===== src/rtl/led_blink_multi.sv =====
// led_blink_multi: N_CH LED channels (OFF/ON/BLINK/BURST) driven by a shared timebase tick.
// Optional build macro LED_SYNC_EN adds sync_in, a global restart of all channels and the prescaler.
//
// state | meaning
// B_ON  | led high phase (BLINK high half, BURST pulse high)
// B_OFF | led low phase (BLINK low half, BURST gap between pulses)
// PAUSE | BURST inter-burst pause, 4 half-periods long
module led_blink_multi #(
    parameter int CLK_HZ   = 100000000,
    parameter int TICK_HZ  = 1000,
    parameter int N_CH     = 2,
    parameter int PER_W    = 12,
    parameter int HALF_DEF = 250,
    localparam int CH_W    = (N_CH > 1) ? $clog2(N_CH) : 1
) (
    input  logic             clk,
    input  logic             rst_n,
`ifdef LED_SYNC_EN
    input  logic             sync_in,
`endif
    input  logic             cfg_we,
    input  logic [CH_W-1:0]  cfg_ch,
    input  logic [1:0]       cfg_mode,
    input  logic [PER_W-1:0] cfg_half,
    input  logic [3:0]       cfg_cnt,
    output logic [N_CH-1:0]  led,
    output logic             tick
);

    localparam int DIV   = CLK_HZ / TICK_HZ;
    localparam int DIV_W = (DIV > 2) ? $clog2(DIV) : 1;
    localparam logic [DIV_W-1:0] DIV_M1 = DIV_W'(DIV - 1);
    localparam logic [DIV_W-1:0] PS_ONE = DIV_W'(1);
    localparam logic [PER_W+1:0] PH_ONE = (PER_W + 2)'(1);

    localparam logic [1:0] M_OFF   = 2'd0;
    localparam logic [1:0] M_ON    = 2'd1;
    localparam logic [1:0] M_BLINK = 2'd2;
    localparam logic [1:0] M_BURST = 2'd3;

    typedef enum logic [1:0] {
        B_ON  = 2'd0,
        B_OFF = 2'd1,
        PAUSE = 2'd2
    } bst_t;

    logic             w_sync;
    logic [DIV_W-1:0] r_presc;
    logic [DIV_W-1:0] w_presc_nx;
    logic             r_tick;

`ifdef LED_SYNC_EN
    assign w_sync = sync_in;
`else
    assign w_sync = 1'b0;
`endif

    always_comb begin
        if (w_sync || (r_presc == DIV_M1)) w_presc_nx = '0;
        else                               w_presc_nx = r_presc + PS_ONE;
    end

    // r_tick is high exactly while the prescaler holds DIV-1
    always_ff @(posedge clk or negedge rst_n) begin
        if (!rst_n) begin
            r_presc <= '0;
            r_tick  <= 1'b0;
        end else begin
            r_presc <= w_presc_nx;
            r_tick  <= !w_sync && (w_presc_nx == DIV_M1);
        end
    end

    assign tick = r_tick;

    for (genvar gi = 0; gi < N_CH; gi++) begin : g_ch
        logic [1:0]       r_mode,  w_mode_nx;
        logic [PER_W-1:0] r_half,  w_half_nx;
        logic [3:0]       r_cnt,   w_cnt_nx;
        bst_t             r_state, w_state_nx;
        logic [PER_W+1:0] r_phase, w_phase_nx;
        logic [3:0]       r_pcnt,  w_pcnt_nx;
        logic             r_led,   w_led_nx;
        logic             w_wr;
        logic [PER_W-1:0] w_h;
        logic [PER_W+1:0] w_h_end;
        logic [PER_W+1:0] w_p_end;
        logic [3:0]       w_pcnt_inc;

        assign w_wr       = cfg_we && (cfg_ch == CH_W'(gi));
        assign w_h        = (r_half == '0) ? PER_W'(1) : r_half;
        assign w_h_end    = {2'b00, w_h} - PH_ONE;
        assign w_p_end    = {w_h, 2'b00} - PH_ONE;
        assign w_pcnt_inc = r_pcnt + 4'd1;

        always_ff @(posedge clk or negedge rst_n) begin
            if (!rst_n) begin
                r_mode  <= M_OFF;
                r_half  <= PER_W'(HALF_DEF);
                r_cnt   <= '0;
                r_state <= B_ON;
                r_phase <= '0;
                r_pcnt  <= '0;
                r_led   <= 1'b0;
            end else begin
                r_mode  <= w_mode_nx;
                r_half  <= w_half_nx;
                r_cnt   <= w_cnt_nx;
                r_state <= w_state_nx;
                r_phase <= w_phase_nx;
                r_pcnt  <= w_pcnt_nx;
                r_led   <= w_led_nx;
            end
        end

        // a write or sync restart takes precedence over a coincident tick
        always_comb begin
            w_mode_nx  = r_mode;
            w_half_nx  = r_half;
            w_cnt_nx   = r_cnt;
            w_state_nx = r_state;
            w_phase_nx = r_phase;
            w_pcnt_nx  = r_pcnt;
            if (w_wr || w_sync) begin
                if (w_wr) begin
                    w_mode_nx = cfg_mode;
                    w_half_nx = cfg_half;
                    w_cnt_nx  = cfg_cnt;
                end
                w_state_nx = B_ON;
                w_phase_nx = '0;
                w_pcnt_nx  = '0;
            end else if (r_tick) begin
                case (r_mode)
                    M_BLINK: begin
                        if (r_phase == w_h_end) begin
                            w_state_nx = (r_state == B_ON) ? B_OFF : B_ON;
                            w_phase_nx = '0;
                        end else begin
                            w_phase_nx = r_phase + PH_ONE;
                        end
                    end
                    M_BURST: begin
                        if (r_cnt != 4'd0) begin
                            case (r_state)
                                B_ON: begin
                                    if (r_phase == w_h_end) begin
                                        w_state_nx = B_OFF;
                                        w_phase_nx = '0;
                                    end else begin
                                        w_phase_nx = r_phase + PH_ONE;
                                    end
                                end
                                B_OFF: begin
                                    if (r_phase == w_h_end) begin
                                        w_phase_nx = '0;
                                        w_pcnt_nx  = w_pcnt_inc;
                                        w_state_nx = (w_pcnt_inc == r_cnt) ? PAUSE : B_ON;
                                    end else begin
                                        w_phase_nx = r_phase + PH_ONE;
                                    end
                                end
                                PAUSE: begin
                                    if (r_phase == w_p_end) begin
                                        w_state_nx = B_ON;
                                        w_phase_nx = '0;
                                        w_pcnt_nx  = '0;
                                    end else begin
                                        w_phase_nx = r_phase + PH_ONE;
                                    end
                                end
                                default: begin
                                    w_state_nx = B_ON;
                                    w_phase_nx = '0;
                                end
                            endcase
                        end
                    end
                    default: ;
                endcase
            end
        end

        always_comb begin
            w_led_nx = 1'b0;
            case (w_mode_nx)
                M_ON:    w_led_nx = 1'b1;
                M_BLINK: w_led_nx = (w_state_nx == B_ON);
                M_BURST: w_led_nx = (w_cnt_nx != 4'd0) && (w_state_nx == B_ON);
                default: w_led_nx = 1'b0;
            endcase
        end

        assign led[gi] = r_led;
    end

endmodule


===== config.mk =====
export PLATFORM = sky130hd
export DESIGN_NAME = led_blink_multi
export DESIGN_NICKNAME = d
export VERILOG_FILES = /design/src/rtl/led_blink_multi.sv
export SDC_FILE = /design/constraint.sdc
export NUM_CORES = 1
export LEC_CHECK = 0
export BUFFER_PORTS_ARGS = -buffer_cell sky130_fd_sc_hd__buf_2
export CAP_MARGIN = 10
export CORE_MARGIN = 3
export CORE_UTILIZATION = 55
export DETAILED_ROUTE_END_ITERATION = 16
export HOLD_SLACK_MARGIN = 0.02
export PLACE_DENSITY = 0.69
export SYNTH_ARGS = -nofsm -noshare
export SYNTH_HDL_FRONTEND = slang
export SYNTH_SLANG_ARGS = --single-unit

===== constraint.sdc =====
create_clock -name clk -period 4.8 [get_ports clk]
set_input_delay 0.48 -clock clk [delete_from_list [all_inputs] [get_ports clk]]
set_output_delay 0.48 -clock clk [all_outputs]
set_load 0.01 [all_outputs]

==> metrics.md, run 1 <==
| Metric | Value |
|---|---|
| Post-Synthesis Cells | `816` |
| Number of global-route vias before repair | `5,649` |
| Row cnt | `40` |
| CORE AREA | `12,200 µm²` |
| DIE AREA | `13,900 µm²` |
| Count of different cell masters after synthesis | `83` |
| CP endpoint kind | `flop` |
| Synth-to-layout area growth | `6.11%` |
| Largest area contributor in the netlist | `dfrtp_1` |
| Met3 WL | `1050 µm` |
| Die Height | `118 µm` |
| Tmin final | `4.39 ns` |
| CTS Buffer Depth | `2` |
| Post-synthesis sequential area ratio | `0.350` |
| Routed WL per cell | `17.9 µm` |
| Top post-synthesis cells by area | `dfrtp_1 (30%), nand2_1 (6.1%), dfstp_2 (4.6%), xnor2_1 (4.4%), nor2_1 (3.2%)` |
| Filler Cell Count | `1,095` |
| Die Wd | `118 µm` |
| Pleak | `2.94 nW` |
| Int Power | `1.46 mW` |
| CTS Hold Buffers Added | `0` |
| Final nets | `832` |
| Hold Fails Final Rpt | `0` |
| Initial DRC Count | `534` |
| Initial antenna violation count | `0` |
| CTS H-tree depth | `3` |
| Metal2 WL | `7850 µm` |
| Main synth FF type | `dfrtp_1` |
| Total track usage | `0.254` |
| Setup_tns | `0 ns` |
| WS Path Type | `flop to flop` |
| Total power | `2.21 mW` |
| Routed WL | `17,500 µm` |
| Share of cells above drive strength 1 | `0.127` |
| Clock Latency Late Sink | `0.35 ns` |
| Slew Viols, Final | `0` |
| Clock transition at path regs | `0.07 ns` |
| CTS root buffer | `clkbuf_16` |
| Final setup viols | `0` |
| Initial Utilization | `0.568` |
| Hold Path Class | `primary input to async pin` |
| MaxCap Viol Count | `0` |
| Warnings from Yosys | `0` |
| Post-Syn Area | `6900 µm²` |
| Psw | `0.746 mW` |
| Combinational share of power | `0.229` |
| Top Metal Used | `met4` |
| Tcrit/Tclk final | `0.914` |
| Power density cells | `301 nW/µm²` |
| CP arrival | `4.64 ns` |
| Total clock sinks | `96` |
| Fin util | `0.602` |
| Relative slew slack | `0.310` |
| First-pass GRT wire length | `29,100 µm` |
| GPL Wtd Cong | `0.998` |
| Flops & latches, synth | `96` |
| Worst slew pin tran | `1.04 ns` |
| Number of flops mapped to enable cells by yosys | `0` |
| Max Clock Skew | `0.00988 ns` |
| Total grt overflow | `0` |
| Wl on met1 | `8140 µm` |
| Worst IR Drop VDD | `0.208 mV` |
| Sequential share of power | `0.460` |
| Setup bufs post-CTS | `0` |
| Async set or reset register ratio after synthesis | `1.00` |
| I/O pins | `25` |
| Share of the synthesized area in the top cell type | `0.304` |
| Net Count, Synth | `845` |
| IO Port Bufs | `24` |
| Post-synth top cells | `nand2_1 (113), dfrtp_1 (84), nor2_1 (58)` |
| Max Freq | `0.228 GHz` |
| CP Data Required Time | `5.06 ns` |
| Outcome | `finished clean` |
| ANT nets after route | `0` |
| Most frequent cell after synthesis | `nand2_1` |
| Worst setup SP type | `flop` |
| Ant. Diodes | `0` |
| Unrepaired setup endpoints after global routing | `no` |
| Post-DP HPWL | `12,900 µm` |
| Total CTS buffers | `9` |
| Largest net degree at the start of global routing | `54` |
| Maximum fanout along the worst path | `13` |
| Clock power share | `0.311` |
| Sw frac | `0.338` |
| DR vias | `6,167` |
| Avg Inst Size Synth | `8.46 µm²` |
| Drt drc | `0` |
| CTS tree | `built` |
| Via density | `6.32` |
| DR pass1 iterations | `5` |
==> metrics by stage <==
stage               instances  area, µm²  hold slack (ns)  setup slack (ns)
global route              976       7330            0.189            0.0700
floorplan                 816       6900            0.184             0.974
finish                    976       7330            0.149             0.414
detailed placement        958       7030            0.481             0.259
global placement          958       7030            0.477             0.426
CTS                       974       7310            0.170             0.221
==> power by group through the flow <==
stage                     Clock, mW  Combinational [mW]  Sequential, mW
after CTS                     0.705               0.500            1.01
after global placement            0               0.492            1.02
after floorplan                   0               0.440           0.945
after global routing          0.741               0.557            1.03
after detailed placement          0               0.497            1.03
final                         0.685               0.506            1.01
==> final timing paths <==
| kind | startpoint | to | slack [ns] | cells after the start |
|---|---|---|---|---|
| min in group clk | cfg_half[6] | g_ch[0].r_half[6] | 0.33 | 3 |
| setup / recovery | g_ch[1].r_half[4] | g_ch[1].r_led | 0.41 | 12 |
| hold / removal | rst_n | g_ch[0].r_phase[5] | 0.15 | 1 |
| setup reg to reg | g_ch[1].r_half[4] | g_ch[1].r_led | 0.41 | 12 |
| hold reg to reg | r_presc[0] | r_presc[0] | 0.50 | 1 |
| max in group asynchronous | rst_n | g_ch[1].r_phase[3] | 3.60 | 2 |
==> what timing repair did <==
action | 4_1_cts | 5_1_grt
endpoints found under the setup margin | 0 | 6
endpoints found under the hold margin | 0 | 0
gates resized for setup | 0 | 2
==> layout make-up <==
cell class / instances / area [µm²] / share of cell area
inverters: 31 / 116 / 0.0159
clock inverters: 6 / 47.5 / 0.00649
flip-flops and latches: 96 / 2420 / 0.330
clock buffers: 10 / 229 / 0.0313
repair buffers: 34 / 195 / 0.0266
well taps: 168 / 210 / 0.0287
multi-input cells: 631 / 4110 / 0.561
==> sequential cells by signal (all words and copies together) (netlist names) <==
register / count
g_ch.r_pcnt: 8
g_ch.r_cnt: 8
r_presc: 17
g_ch.r_phase: 28
tick: 1
g_ch.r_mode: 4
g_ch.r_state: 4
g_ch.r_half: 24
g_ch.r_led: 2
==> critical path, stage by stage (launching register included) <==
cell and delay [ns]:
dfstp_2 0.66, or3_1 0.40, nor2_1 0.18, a21oi_1 0.19, ha_1 0.26, or3b_2 0.52, nor4_1 0.36, mux2i_1 0.16
a2111oi_0 0.38, and4_1 0.44, nand4_1 0.14, a211o_1 0.35, o32ai_2 0.25
==> routing by layer <==
metal,vias to the layer above,global-route usage
met5,-,0
met1,2939,0.372
met4,0,0.0879
met3,40,0.0380
met2,241,0.383
li1,2947,-
==> cells by family (layout without fill, tap and decap cells) <==
kind of cell | Yosys count | in the layout | synth area share
AOI/OAI and AO/OA | 167 | 167 | 0.180
xor gates and xnor gates | 60 | 60 | 0.0823
adders and majority gates | 7 | 7 | 0.0127
buffers and inverters | 89 | 81 | 0.0560
DFF | 96 | 96 | 0.350
muxes | 26 | 26 | 0.0413
and+or+nand+nor | 371 | 371 | 0.277
==> cell usage in the layout (no fill, tap or decap), types with 16 or more instances in the layout <==
cell type  count
nand2_1      113
dfrtp_1       84
nor2_1        58
nand3_1       41
xnor2_1       35
o21ai_0       33
inv_1         31
nor3_1        24
buf_2         24
xor2_1        22
nor4_1        18
and3_1        16
mux2_2        16
nand4_1       16
Power figures use the tool's default switching activity.
==> run 2, diff against run 1 <==
Settings changed: ABC_AREA from default to 1, CORE_UTILIZATION 55 to 63, PLACE_DENSITY 0.69 to 0.78.
==> metrics.md, run 2 <==
| Metric | Value |
|---|---|
| Outcome | `finished clean` |
| FF-to-FF setup slack | `1.31 ns` |
| Post-route worst setup slack | `1.31 ns` |
| Setup_tns | `0 ns` |
| Synth-to-layout area growth | `6.86%` |
| Initial antenna violation count | `0` |
| CP max-delay cell | `dfstp_2` |
| Row cnt | `36` |
| Cell area after layout | `7100 µm²` |
| Worst slew pin tran | `0.834 ns` |
| Unrepaired setup endpoints after global routing | `no` |
| Clock Latency Late Sink | `0.37 ns` |
| Worst Path Buf+Inv | `2` |
| Power density cells | `314 nW/µm²` |
| Number of flops mapped to enable cells by yosys | `0` |
| Slew Viols, Final | `0` |
| Net Count, Synth | `980` |
| Post-Synthesis Cells | `951` |
| Worst path max stage delay | `0.63 ns` |
| Ant. Diodes | `0` |
| Routed WL | `16,400 µm` |
| Place WS | `1.41 ns` |
| Via density | `5.62` |
| Share of the synthesized area in the top cell type | `0.316` |
| Max reg flops | `28` |
| Pleak | `3.48 nW` |
| ANT nets after route | `0` |
| Initial Utilization | `0.664` |
| GPL Wtd Cong | `0.970` |
| Clock transition at path regs | `0.09 ns` |
| Count of different cell masters after synthesis | `49` |
| IO Port Bufs | `24` |
| CP endpoint kind | `flop` |
| CTS tree | `built` |
| CP endpoint | `g_ch[1].r_phase[13]` |
| Cell family with most CP delay | `simple AND/OR/NAND/NOR gates` |
| Largest net degree at the start of global routing | `51` |
| Reg2reg path depth | `21` |
| Setup bufs post-CTS | `0` |
| Post-DP HPWL | `12,600 µm` |
| Max Clock Skew | `0.0136 ns` |
| Fin util | `0.710` |
| Worst IR Drop VDD | `0.253 mV` |
| Die Height | `109 µm` |
| Maximum fanout along the worst path | `13` |
| Max Freq | `0.287 GHz` |
| Relative slew slack | `0.439` |
| Crit path depth | `21` |
| Worst r2r src | `g_ch[1].r_half[4]` |
| Warnings from Yosys | `0` |
| Total CTS buffers | `9` |
| Largest Register | `g_ch.r_phase` |
| Reg-to-Reg End | `g_ch[1].r_phase[13]` |
| Commonest cells after routing, fill and taps aside | `nand2_1 (255), inv_1 (140), nor2_1 (87), nand3_1 (87), dfrtp_1 (84)` |
| DR vias | `6,260` |
| Area post-placement | `6890 µm²` |
| DR pass1 iterations | `5` |
| CTS Buffer Depth | `2` |
| Avg Inst Size Synth | `6.99 µm²` |
| CTS root buffer | `clkbuf_8` |
| Most frequent cell after synthesis | `nand2_1` |
| CTS Hold Buffers Added | `0` |
| Post-synth top cells | `nand2_1 (255), inv_1 (140), nand3_1 (87), nor2_1 (87), dfrtp_1 (84)` |
| Tmin final | `3.49 ns` |
| Post-Syn Area | `6640 µm²` |
| Flops & latches, synth | `96` |
| Hold Fails Final Rpt | `0` |
| Total clock sinks | `96` |
| Total track usage | `0.290` |
| Main synth FF type | `dfrtp_1` |
| Final nets | `1,005` |
| Share of cells above drive strength 1 | `0.133` |
| Routed WL per cell | `14.7 µm` |
| Tcrit/Tclk final | `0.727` |
| Worst setup SP type | `flop` |
| Initial DRC Count | `493` |
| Top post-synthesis cells by area | `dfrtp_1 (32%), nand2_1 (14%), inv_1 (7.9%), nand3_1 (6.6%), nor2_1 (4.9%)` |
| CORE AREA | `10000 µm²` |
| CTS H-tree depth | `3` |
| CP arrival | `3.76 ns` |
| Final setup viols | `0` |
| Filler Cell Count | `881` |
| Commonest non-fill, non-tap cell in the layout | `nand2_1` |
| I/O pins | `25` |
| Total power | `2.23 mW` |
| Die Wd | `109 µm` |
| Post-synthesis sequential area ratio | `0.364` |
| Total grt overflow | `0` |
| CP Cell Sequence | `nor2_4 -> nand2_4 -> nor2_8 -> nand2_4 -> nand2_2 -> inv_1 -> ha_1 -> nand2_2 -> xnor2_1 -> inv_1 -> nand2_1 -> nand2_1 -> nor2_1 -> nand3_2 -> nor2_4 -> nand2_4 -> o21ai_2 -> o21ai_1 -> nand2_1 -> o21ai_0 -> o21a_1` |
| Largest area contributor in the netlist | `dfrtp_1` |
| DIE AREA | `11,800 µm²` |
| Async set or reset register ratio after synthesis | `1.00` |
| CP Data Required Time | `5.07 ns` |
| MaxCap Viol Count | `0` |
| Crit path launch | `g_ch[1].r_half[4]` |
| Post-cts gate resize count | `0` |
| Drt drc | `0` |
| Number of global-route vias before repair | `5,956` |
| WS Path Type | `flop to flop` |
| Hold Path Class | `primary input to async pin` |
| Regs by FF count | `g_ch.r_phase: 28 flops, g_ch.r_half: 24 flops, r_presc: 17 flops` |
| First-pass GRT wire length | `27,300 µm` |
==> run 2: changes by cell type after synthesis, sizes merged, moves of 11 or more <==
| cell | before | now |
|---|---|---|
| inv | 31 | 146 |
| nor2 | 58 | 106 |
| nand3 | 41 | 90 |
| o21ai | 36 | 78 |
| o211ai | 14 | 1 |
| nor4 | 21 | 8 |
| and3 | 16 | 0 |
| or3 | 11 | 0 |
| nand2 | 113 | 272 |
| clkbuf | 39 | 11 |
| nor2b | 16 | 0 |
| mux2 | 17 | 0 |
| xnor2 | 35 | 11 |
| buf | 19 | 4 |
==> run 2: how the worst min path moves through the flow <==
stage | endpoint | cells after the start
6_report | g_ch[1].r_half[0] | 1
5_1_grt | g_ch[1].r_half[0] | 1
4_1_cts | g_ch[1].r_half[8] | 1
3_5_place_dp | r_presc[0] | 1
3_3_place_gp | r_presc[0] | 1
2_1_floorplan | g_ch[0].r_cnt[0] | 0
==> run 2: logic make-up (layout without fill, tap and decap cells) <==
family                     count (synthesis)  count (layout)  synth area share
and+or+nand+nor                          518             518             0.356
buffers and inverters                    162             192            0.0945
xor gates and xnor gates                  38              38            0.0501
AOI/OAI and AO/OA                        129             129             0.121
DFF                                       96              96             0.364
adders and majority gates                  7               7            0.0132
muxes                                      1               1           0.00151
==> run 2: area by class of cell <==
type | count | area, µm² | share of cell area
inverters | 147 | 552 | 0.0777
flip-flops and latches | 96 | 2420 | 0.341
repair buffers | 29 | 160 | 0.0226
clock inverters | 4 | 70.1 | 0.00987
well taps | 133 | 166 | 0.0234
clock buffers | 12 | 135 | 0.0190
multi-input cells | 693 | 3600 | 0.507
==> run 2: per-layer routing <==
layer	wire length, µm	share of wire	GRT usage	vias up
met5	0	0	0	-
met4	219	0.013	0.0821	0
met3	956	0.058	0.0497	19
met2	7580	0.46	0.466	162
met1	7610	0.47	0.408	2987
li1	-	-	-	3092
==> run 2: power by group <==
part	total, mW	switching [mW]	internal (mW)
logic	0.645	0.407	0.239
clock network	0.575	0.282	0.293
registers	1.01	0.109	0.901
==> run 2: through the flow <==
step / instances / hold slack, ns
final: 1114 / 0.113
after global routing: 1114 / 0.142
after global placement: 1098 / 0.456
after detailed placement: 1098 / 0.462
after floorplan: 951 / 0.184
after CTS: 1114 / 0.124
